**src/rtl/ram_responder_if.sv**
```systemverilog
// Request/response bundle between a master and ram_responder.
//   master : drives req_valid, we, addr, datain (and err_inject with parity)
//   slave  : drives req_ready, dataout, rd_valid, busy (and par_err with parity)
// Optional parity signals exist only when RAM_PARITY_EN is defined.
interface ram_responder_if #(
  parameter int ADDR_W = 4,
  parameter int DATA_W = 8
);
  logic              req_valid;
  logic              req_ready;
  logic              we;
  logic [ADDR_W-1:0] addr;
  logic [DATA_W-1:0] datain;
  logic [DATA_W-1:0] dataout;
  logic              rd_valid;
  logic              busy;
`ifdef RAM_PARITY_EN
  logic              err_inject;
  logic              par_err;
`endif

  modport master (
`ifdef RAM_PARITY_EN
    output err_inject,
    input  par_err,
`endif
    output req_valid, we, addr, datain,
    input  req_ready, dataout, rd_valid, busy
  );

  modport slave (
`ifdef RAM_PARITY_EN
    input  err_inject,
    output par_err,
`endif
    input  req_valid, we, addr, datain,
    output req_ready, dataout, rd_valid, busy
  );
endinterface

```
**src/rtl/ram_responder.sv**
```systemverilog
// Single-port synchronous RAM responder.
//   - valid/ready request port, one transfer per clock, no backpressure once idle
//   - reads pipelined, fixed 2-cycle latency (addr reg -> array sample -> output reg)
//   - after every reset the whole array is cleared, one word per cycle
// Ports:
//   clk    rising-edge clock
//   rst_n  asynchronous active-low reset
//   bus    ram_responder_if.slave (req_valid/req_ready/we/addr/datain in,
//          dataout/rd_valid/busy out; err_inject/par_err with parity)
// Optional feature macro: RAM_PARITY_EN -- stores an even-parity bit per word,
//   adds err_inject (flip stored parity on write) and par_err (read check).
module ram_responder #(
  parameter int ADDR_W = 4,
  parameter int DATA_W = 8
) (
  input logic           clk,
  input logic           rst_n,
  ram_responder_if.slave bus
);
  localparam int DEPTH = 1 << ADDR_W;
`ifdef RAM_PARITY_EN
  localparam int MEM_W = DATA_W + 1;
`else
  localparam int MEM_W = DATA_W;
`endif

  typedef enum logic {CLEAR, IDLE} state_t;

  state_t            state;
  logic [ADDR_W-1:0] clr_ptr;
  logic [MEM_W-1:0]  mem [DEPTH];

  // vld_pipe[0]: address stage holds a read; vld_pipe[1]: data stage holds a read
  logic [1:0]        vld_pipe;
  logic [ADDR_W-1:0] s1_addr;
  logic [MEM_W-1:0]  s2_word;

  logic              xfer;
  logic [MEM_W-1:0]  wr_word;

  assign xfer = bus.req_valid & bus.req_ready;

`ifdef RAM_PARITY_EN
  assign wr_word = {(^bus.datain) ^ bus.err_inject, bus.datain};
`else
  assign wr_word = bus.datain;
`endif

  // Clear sequencer; busy/req_ready are registered and flip on the edge
  // that writes the last word.
  always_ff @(posedge clk or negedge rst_n) begin
    if (!rst_n) begin
      state         <= CLEAR;
      clr_ptr       <= '0;
      bus.busy      <= 1'b1;
      bus.req_ready <= 1'b0;
    end else begin
      case (state)
        CLEAR: begin
          clr_ptr <= clr_ptr + ADDR_W'(1);
          if (clr_ptr == ADDR_W'(DEPTH - 1)) begin
            state         <= IDLE;
            bus.busy      <= 1'b0;
            bus.req_ready <= 1'b1;
          end
        end
        default: begin
          bus.busy      <= 1'b0;
          bus.req_ready <= 1'b1;
        end
      endcase
    end
  end

  // Array and read datapath carry no reset: the clear sequence initialises
  // the array, and vld_pipe decides whether the datapath contents matter.
  // s2_word samples with nonblocking semantics, so a write on the same edge
  // is not seen (read-before-write).
  always_ff @(posedge clk) begin
    if (state == CLEAR)
      mem[clr_ptr] <= '0;
    else if (xfer && bus.we)
      mem[bus.addr] <= wr_word;
    if (xfer && !bus.we)
      s1_addr <= bus.addr;
    s2_word <= mem[s1_addr];
  end

  always_ff @(posedge clk or negedge rst_n) begin
    if (!rst_n) begin
      vld_pipe     <= '0;
      bus.rd_valid <= 1'b0;
      bus.dataout  <= '0;
`ifdef RAM_PARITY_EN
      bus.par_err  <= 1'b0;
`endif
    end else begin
      vld_pipe     <= {vld_pipe[0], xfer & ~bus.we};
      bus.rd_valid <= vld_pipe[1];
      if (vld_pipe[1])
        bus.dataout <= s2_word[DATA_W-1:0];
`ifdef RAM_PARITY_EN
      bus.par_err  <= vld_pipe[1] & (s2_word[DATA_W] ^ (^s2_word[DATA_W-1:0]));
`endif
    end
  end
endmodule

```
**src/flat_wrapper.sv**
```systemverilog
// flat-port wrapper written by rule: the top's interface ports become plain ports
module ram_responder_flat 
#(
  parameter int ADDR_W = 4,
  parameter int DATA_W = 8
)
  (clk, rst_n, bus_req_valid, bus_we, bus_addr, bus_datain, bus_req_ready, bus_dataout, bus_rd_valid, bus_busy);
  ram_responder_if #(.ADDR_W(ADDR_W), .DATA_W(DATA_W)) bus_i ();
  input logic clk;
  input logic rst_n;
  input wire logic [$bits(bus_i.req_valid)-1:0] bus_req_valid;
  input wire logic [$bits(bus_i.we)-1:0] bus_we;
  input wire logic [$bits(bus_i.addr)-1:0] bus_addr;
  input wire logic [$bits(bus_i.datain)-1:0] bus_datain;
  output wire logic [$bits(bus_i.req_ready)-1:0] bus_req_ready;
  output wire logic [$bits(bus_i.dataout)-1:0] bus_dataout;
  output wire logic [$bits(bus_i.rd_valid)-1:0] bus_rd_valid;
  output wire logic [$bits(bus_i.busy)-1:0] bus_busy;
  assign bus_i.req_valid = bus_req_valid;
  assign bus_i.we = bus_we;
  assign bus_i.addr = bus_addr;
  assign bus_i.datain = bus_datain;
  assign bus_req_ready = bus_i.req_ready;
  assign bus_dataout = bus_i.dataout;
  assign bus_rd_valid = bus_i.rd_valid;
  assign bus_busy = bus_i.busy;
  ram_responder #(.ADDR_W(ADDR_W), .DATA_W(DATA_W)) u_core (.clk(clk), .rst_n(rst_n), .bus(bus_i));
endmodule
```
**config.mk**
```make
export PLATFORM = sky130hd
export DESIGN_NAME = ram_responder_flat
export DESIGN_NICKNAME = d
export VERILOG_FILES = /design/src/rtl/ram_responder_if.sv /design/src/rtl/ram_responder.sv /design/src/flat_wrapper.sv
export SDC_FILE = /design/constraint.sdc
export NUM_CORES = 1
export LEC_CHECK = 0
export CORE_MARGIN = 5
export CORE_UTILIZATION = 40
export CTS_CLUSTER_DIAMETER = 50
export DETAILED_ROUTE_END_ITERATION = 16
export PLACE_DENSITY_LB_ADDON = 0.05
export SETUP_SLACK_MARGIN = 0.15
export SLEW_MARGIN = 0
export SYNTH_ARGS = -nofsm -noshare
export SYNTH_HDL_FRONTEND = slang
export SYNTH_SLANG_ARGS = --single-unit
```
**constraint.sdc**
```tcl
create_clock -name clk -period 2.9 [get_ports clk]
set_input_delay 0.58 -clock clk [delete_from_list [all_inputs] [get_ports clk]]
set_output_delay 0.58 -clock clk [all_outputs]
set_load 0.05 [all_outputs]
```
; After elaboration in Yosys (flattened, before gate mapping)
; Memories as Yosys holds them, arrays and structs flattened. A register that Yosys moved wholly into a read port is not among the register bits.
; Cells that the tools add are included.
[totals]
register_bits = 22
ram_bits = 128
input_bits = 16
output_inout_bits = 11
word_cells = 32
n_memories = 1
[mem_list]
columns = memory, depth, word_bits, read_ports, rd_ports_with_merged_regs, write_ports, line_no
row1 = u_core.mem, 16, 8, 1, 1, 1, ram_responder.sv:31  ; logic [MEM_W-1:0] mem [DEPTH];
[classes]
addsub = 1
n_eq_ne = 1
n_mux = 13
bitwise_logic = 3
n_reduce_logical = 5
[op_table]
columns = op, count
row1 = 1-bit 2-to-1 mux, 11
row2 = 8-bit 2-to-1 mux, 1
row3 = 8-bit OR reduction, 1
row4 = 4-bit by 1-bit adder with 4-bit output (second input constant), 1
row5 = 4-bit == test (second input constant), 1
row6 = 4-bit 2-to-1 mux, 1
row7 = 1-bit AND, 2
row8 = 1-bit logical AND, 2
row9 = 2-bit nonzero test, 1
row10 = 1-bit logical NOT, 1
row11 = 1-bit inverter, 1

; Depth between registers and ports, before layout
[depth]
ltp_word = 7
mapped_depth = 5
depth_no_buf = 3

; Worst setup path after synthesis
; Ideal clock, no wire load.
[synth_timing]
kind = flip-flop to flip-flop
start = register u_core.bus.req_ready
end = memory u_core.mem[10][0] (netlist bit), enable pin
arrival_ns = 2.177
required_ns = 2.517
slack_ns = 0.339
stages_incl_launch_ff = 5
path_buffers = 1
synth_period_minus_slack_ns = 2.561
path_cell_list = dfrtp_1 > and4_1 > buf_2 > mux2_2 > nor3_1
[synth_between]
elab_chain_cells = 7
elab_cells_between_ends = 8
[synth_rtl]
columns = item, line_no
row1 = "start, declared", ram_responder_if.sv:37  ; output req_ready, dataout, rd_valid, busy
row2 = "start signal, assigned", ram_responder.sv:56  ; bus.req_ready <= 1'b0;
row3 = "start signal, assigned", ram_responder.sv:64  ; bus.req_ready <= 1'b1;
row4 = "start signal, assigned", ram_responder.sv:69  ; bus.req_ready <= 1'b1;
row5 = 1-bit AND (*), ram_responder.sv:41  ; assign xfer = bus.req_valid & bus.req_ready;
row6 = 1-bit logical AND (*), ram_responder.sv:82  ; else if (xfer && bus.we)
row7 = 1-bit 2-to-1 mux (*), ram_responder.sv:82
row8 = 1-bit 2-to-1 mux (*), ram_responder.sv:80  ; if (state == CLEAR)
row9 = 1-bit 2-to-1 mux (not written as such) (*), ram_responder.sv:83  ; mem[bus.addr] <= wr_word;
row10 = 8-bit OR reduction (no line), n/a
row11 = 4-bit 2-to-1 mux (no line) or 1-bit 2-to-1 mux (tied branches), n/a
row12 = "end, declared", ram_responder.sv:31
; Mark *: on every way between the ends. The rest lies on a longest branch, timed or not.

; Worst setup path in the final report
[layout_timing]
start = input port bus_we
end = memory u_core.mem[15][3] (netlist bit), enable pin
[layout_between]
elab_chain_cells = 6
elab_cells_between_ends = 7
[layout_rtl]
columns = item, line_no
row1 = "start, declared", flat_wrapper.sv:12  ; input wire logic [$bits(bus_i.we)-1:0] bus_we;
row2 = 1-bit logical AND (*), ram_responder.sv:82
row3 = 1-bit 2-to-1 mux (*), ram_responder.sv:82
row4 = 1-bit 2-to-1 mux (*), ram_responder.sv:80
row5 = 1-bit 2-to-1 mux (not written as such) (*), ram_responder.sv:83
row6 = 8-bit OR reduction (no line), n/a
row7 = 4-bit 2-to-1 mux (no line) or 1-bit 2-to-1 mux (tied branches), n/a
; Marks and branches as above.

==> impl_metrics.prom <==
# TYPE chip_impl_metric gauge
chip_impl_info{name="run_status",value="finished clean"} 1
chip_impl_metric{name="ratio_of_total_power_to_cell_area",unit="nW/µm²"} 666
chip_impl_metric{name="synth.net_count",unit=""} 315
chip_impl_metric{name="cp.required",unit="ns"} 3.07
chip_impl_metric{name="cts_post_setup_buffers_inserted",unit=""} 0
chip_impl_metric{name="peak_supply_drop",unit="mV"} 0.622
chip_impl_info{name="clock_tree_from_tritoncts",value="built"} 1
chip_impl_metric{name="syn-mean-instance-area",unit="µm²"} 20.4
chip_impl_metric{name="synth.yosys.warnings",unit=""} 0
chip_impl_metric{name="finalSetupTns",unit="ns"} 0
chip_impl_metric{name="fmax",unit="MHz"} 423
chip_impl_metric{name="start_util",unit=""} 0.403
chip_impl_metric{name="dp.final_hpwl",unit="mm"} 8.54
chip_impl_metric{name="post_route_cells_drive_above_1_share",unit=""} 0.245
chip_impl_metric{name="netlist_instances",unit=""} 298
chip_impl_metric{name="timing.final.crit_period",unit="ns"} 2.37
chip_impl_metric{name="finalHoldViolations",unit=""} 0
chip_impl_info{name="worst_setup_path_start_kind",value="primary input"} 1
chip_impl_metric{name="synthesis.area",unit="µm²"} 6090
chip_impl_metric{name="grt_first_pass_wirelength",unit="mm"} 19.7
chip_impl_metric{name="fin_worst_hold_slack",unit="ns"} 0.349
chip_impl_metric{name="drt-pass1-iter-count",unit=""} 4
chip_impl_info{name="synth_area_leaders",value="sky130_fd_sc_hd__edfxtp_1 65%, sky130_fd_sc_hd__dfrtp_1 7.0%, sky130_fd_sc_hd__mux4_2 6.7%"} 1
chip_impl_metric{name="slew_violations",unit=""} 0
chip_impl_metric{name="cp_data_arrival_time",unit="ns"} 2.54
chip_impl_metric{name="yosysUniqueCellTypes",unit=""} 29
chip_impl_metric{name="clock_skew",unit="ns"} 0.00747
chip_impl_metric{name="fp.dieArea",unit="µm²"} 17800
chip_impl_metric{name="crit_path_max_fanout",unit=""} 11
chip_impl_metric{name="overall_routed_net_length",unit="mm"} 13.0
chip_impl_metric{name="setup_viol",unit=""} 0
chip_impl_metric{name="yosysTopAreaCellShare",unit=""} 0.651
chip_impl_metric{name="post_synth_xor_area_fraction",unit=""} 0.00432
chip_impl_metric{name="synth_compound_area_frac",unit=""} 0.0228
chip_impl_metric{name="yosys-mux-area-fraction",unit=""} 0.154
chip_impl_info{name="layout.cells.most_common",value="sky130_fd_sc_hd__edfxtp_1"} 1
chip_impl_metric{name="die_y",unit="µm"} 133
chip_impl_metric{name="clock_insertion_delay_worst_skew",unit="ns"} 0.42
chip_impl_metric{name="cts_hold_buf",unit=""} 0
chip_impl_metric{name="number_of_global_route_vias_before_repair",unit=""} 3083
chip_impl_metric{name="gr-total-overflow",unit=""} 0
chip_impl_metric{name="placementRows",unit=""} 45
chip_impl_metric{name="placeableCoreArea",unit="µm²"} 15100
chip_impl_metric{name="ios",unit=""} 27
chip_impl_info{name="end_kind",value="flop"} 1
chip_impl_metric{name="clock_path_buffers",unit=""} 2
chip_impl_metric{name="maxCapViolations",unit=""} 0
chip_impl_metric{name="antenna_found_initial",unit=""} 0
chip_impl_metric{name="detail-route-antenna-nets",unit=""} 0
chip_impl_metric{name="avgViaCountPerCell",unit=""} 5.18
chip_impl_metric{name="antenna-diode-count",unit=""} 0
chip_impl_metric{name="clkSinkCount",unit=""} 158
chip_impl_metric{name="drtIter0Drc",unit=""} 210
chip_impl_info{name="synthDominantAreaCellType",value="sky130_fd_sc_hd__edfxtp_1"} 1
chip_impl_metric{name="port_buffer_cells",unit=""} 26
chip_impl_metric{name="p_leak",unit="nW"} 2.84
chip_impl_metric{name="place.gp.congestion",unit=""} 0.763
chip_impl_metric{name="postSynthRegisterBits",unit=""} 158
chip_impl_metric{name="finalCritPeriodShare",unit=""} 0.816
chip_impl_metric{name="route.detailed.drc",unit=""} 0
chip_impl_metric{name="fin_util",unit=""} 0.484
chip_impl_metric{name="nets",unit=""} 379
chip_impl_info{name="worst-setup-path-type",value="primary input to flop"} 1
chip_impl_info{name="rsz_0062_raised_after_global_routing",value="no"} 1
chip_impl_info{name="class_of_the_tightest_hold_or_removal_check",value="flop to flop"} 1
chip_impl_metric{name="htree_levels",unit=""} 4
chip_impl_info{name="cts_root_buf",value="sky130_fd_sc_hd__clkbuf_16"} 1
chip_impl_metric{name="synth_simple_gate_area_share",unit=""} 0.0477
chip_impl_info{name="synth_top_family_by_area",value="multiplexers"} 1
chip_impl_metric{name="synth_area_in_adders",unit=""} 0.00206
chip_impl_metric{name="setup_ws",unit="ns"} 0.534
chip_impl_metric{name="layout-area-overhead-vs-synth",unit="%"} 20.0
chip_impl_metric{name="cts_buffers",unit=""} 17
chip_impl_metric{name="num_vias",unit=""} 2919
chip_impl_metric{name="placement.setup.worst_slack",unit="ns"} 0.119
chip_impl_metric{name="post_cts.resized_instances",unit=""} 0
chip_impl_metric{name="grt_usage",unit=""} 0.157
chip_impl_metric{name="max_slew_margin",unit=""} 0.433
chip_impl_metric{name="chipWidth",unit="µm"} 133
chip_impl_metric{name="pin_count_of_the_biggest_net_entering_global_routing",unit=""} 33
chip_impl_metric{name="worst_pin_slew",unit="ns"} 0.848
chip_impl_info{name="layout_common_cells",value="132 x sky130_fd_sc_hd__edfxtp_1, 32 x sky130_fd_sc_hd__buf_4, 26 x sky130_fd_sc_hd__clkdlybuf4s50_1"} 1
chip_impl_metric{name="wl_per_cell",unit="µm"} 23.1
chip_impl_metric{name="num-fill-cells",unit=""} 1301
chip_impl_metric{name="clkSlewWorstSetupHoldPaths",unit="ns"} 0.06
chip_impl_metric{name="synth_seq_area_share",unit=""} 0.752
-- cell type report --
type,count,area (µm²),area share
Clock buffer,25,537,0.0735
Timing Repair Buffer,58,500,0.0685
Multi-Input combinational cell,125,1410,0.192
Sequential cell,158,4580,0.626
Inverter,2,7.51,0.00103
Tap cell,188,235,0.0322
Clock inverter,7,43.8,0.00600
-- sequential cells by signal, indices dropped and copies added, names as in the netlist --
| signal | flops |
|---|---|
| u_core.bus.dataout | 8 |
| u_core.vld_pipe | 2 |
| u_core.bus.rd_valid | 1 |
| u_core.bus.busy | 1 |
| u_core.clr_ptr | 4 |
| u_core.s2_word | 8 |
| u_core.s1_addr | 4 |
| u_core.state | 1 |
| u_core.mem | 128 |
| u_core.bus.req_ready | 1 |
-- critical path, stage by stage --
cell,delay [ns]
sky130_fd_sc_hd__clkdlybuf4s50_1,0.52
sky130_fd_sc_hd__and4_1,0.42
sky130_fd_sc_hd__mux2i_1,0.66
sky130_fd_sc_hd__nor3_1,0.13
sky130_fd_sc_hd__buf_4,0.22
-- metrics by stage --
stage	std cells	cell area, µm²	total power, mW
6_report	563	7300	4.86
5_1_grt	563	7300	5.03
4_1_cts	563	7300	4.92
3_5_place_dp	531	6720	2.77
3_3_place_gp	531	6720	2.77
2_1_floorplan	298	6090	2.67
-- cell families (layout without fill, tap and decap cells) --
| logic type | count (synthesis) | in the layout |
|---|---|---|
| compound gates | 19 | 19 |
| flops | 158 | 158 |
| buf+inv | 15 | 92 |
| fa+ha+maj | 1 | 1 |
| mux | 47 | 47 |
| simple gates | 55 | 55 |
| xor+xnor | 3 | 3 |
-- metal layers --
metal / up-vias / wire length [µm] / track usage / part of all wire
met3: 9 / 542 / 0.0404 / 0.042
met4: 0 / 110 / 0.0480 / 0.0084
met2: 52 / 6670 / 0.255 / 0.51
met1: 1507 / 5700 / 0.210 / 0.44
met5: - / 0 / 0 / 0
li1: 1351 / - / - / -
-- power breakdown --
part / total (mW) / switching (mW) / internal, mW
clock: 2.14 / 0.851 / 1.29
sequential: 2.49 / 0.0106 / 2.48
combinational: 0.232 / 0.141 / 0.0917
total: 4.86 / 1.00 / 3.86
-- final timing paths --
check                                              from                                 to  slack, ns  cells past startpoint
min in group asynchronous                         rst_n  u_core.bus.dataout[7]$_DFFE_PN0P_       0.65                      1
max in group asynchronous                         rst_n             u_core.state$_DFF_PN0_       1.73                      1
hold reg to reg            u_core.vld_pipe[0]$_DFF_PN0_       u_core.vld_pipe[1]$_DFF_PN0_       0.35                      0
setup / recovery                                 bus_we        u_core.mem[15][3]$_DFFE_PP_       0.53                      5
setup reg to reg                 u_core.state$_DFF_PN0_        u_core.mem[15][3]$_DFFE_PP_       0.61                      4
hold / removal             u_core.vld_pipe[0]$_DFF_PN0_       u_core.vld_pipe[1]$_DFF_PN0_       0.35                      0
-- synthesized netlist by cell type, drive strengths merged --
cell type and instances:
a22oi 16, a31oi 3, and2 10, and2b 1
and3 1, and4 1, buf 9, clkbuf 1
clkdlybuf4s25 3, dfrtp 17, dfstp 1, dfxtp 8
edfxtp 132, ha 1, inv 2, mux2 11
mux2i 4, mux4 32, nand2 11, nand2b 2
nand4 1, nand4b 1, nor2 5, nor2b 6
nor3 16, xnor2 3
(Power assumes the default switching activity.)
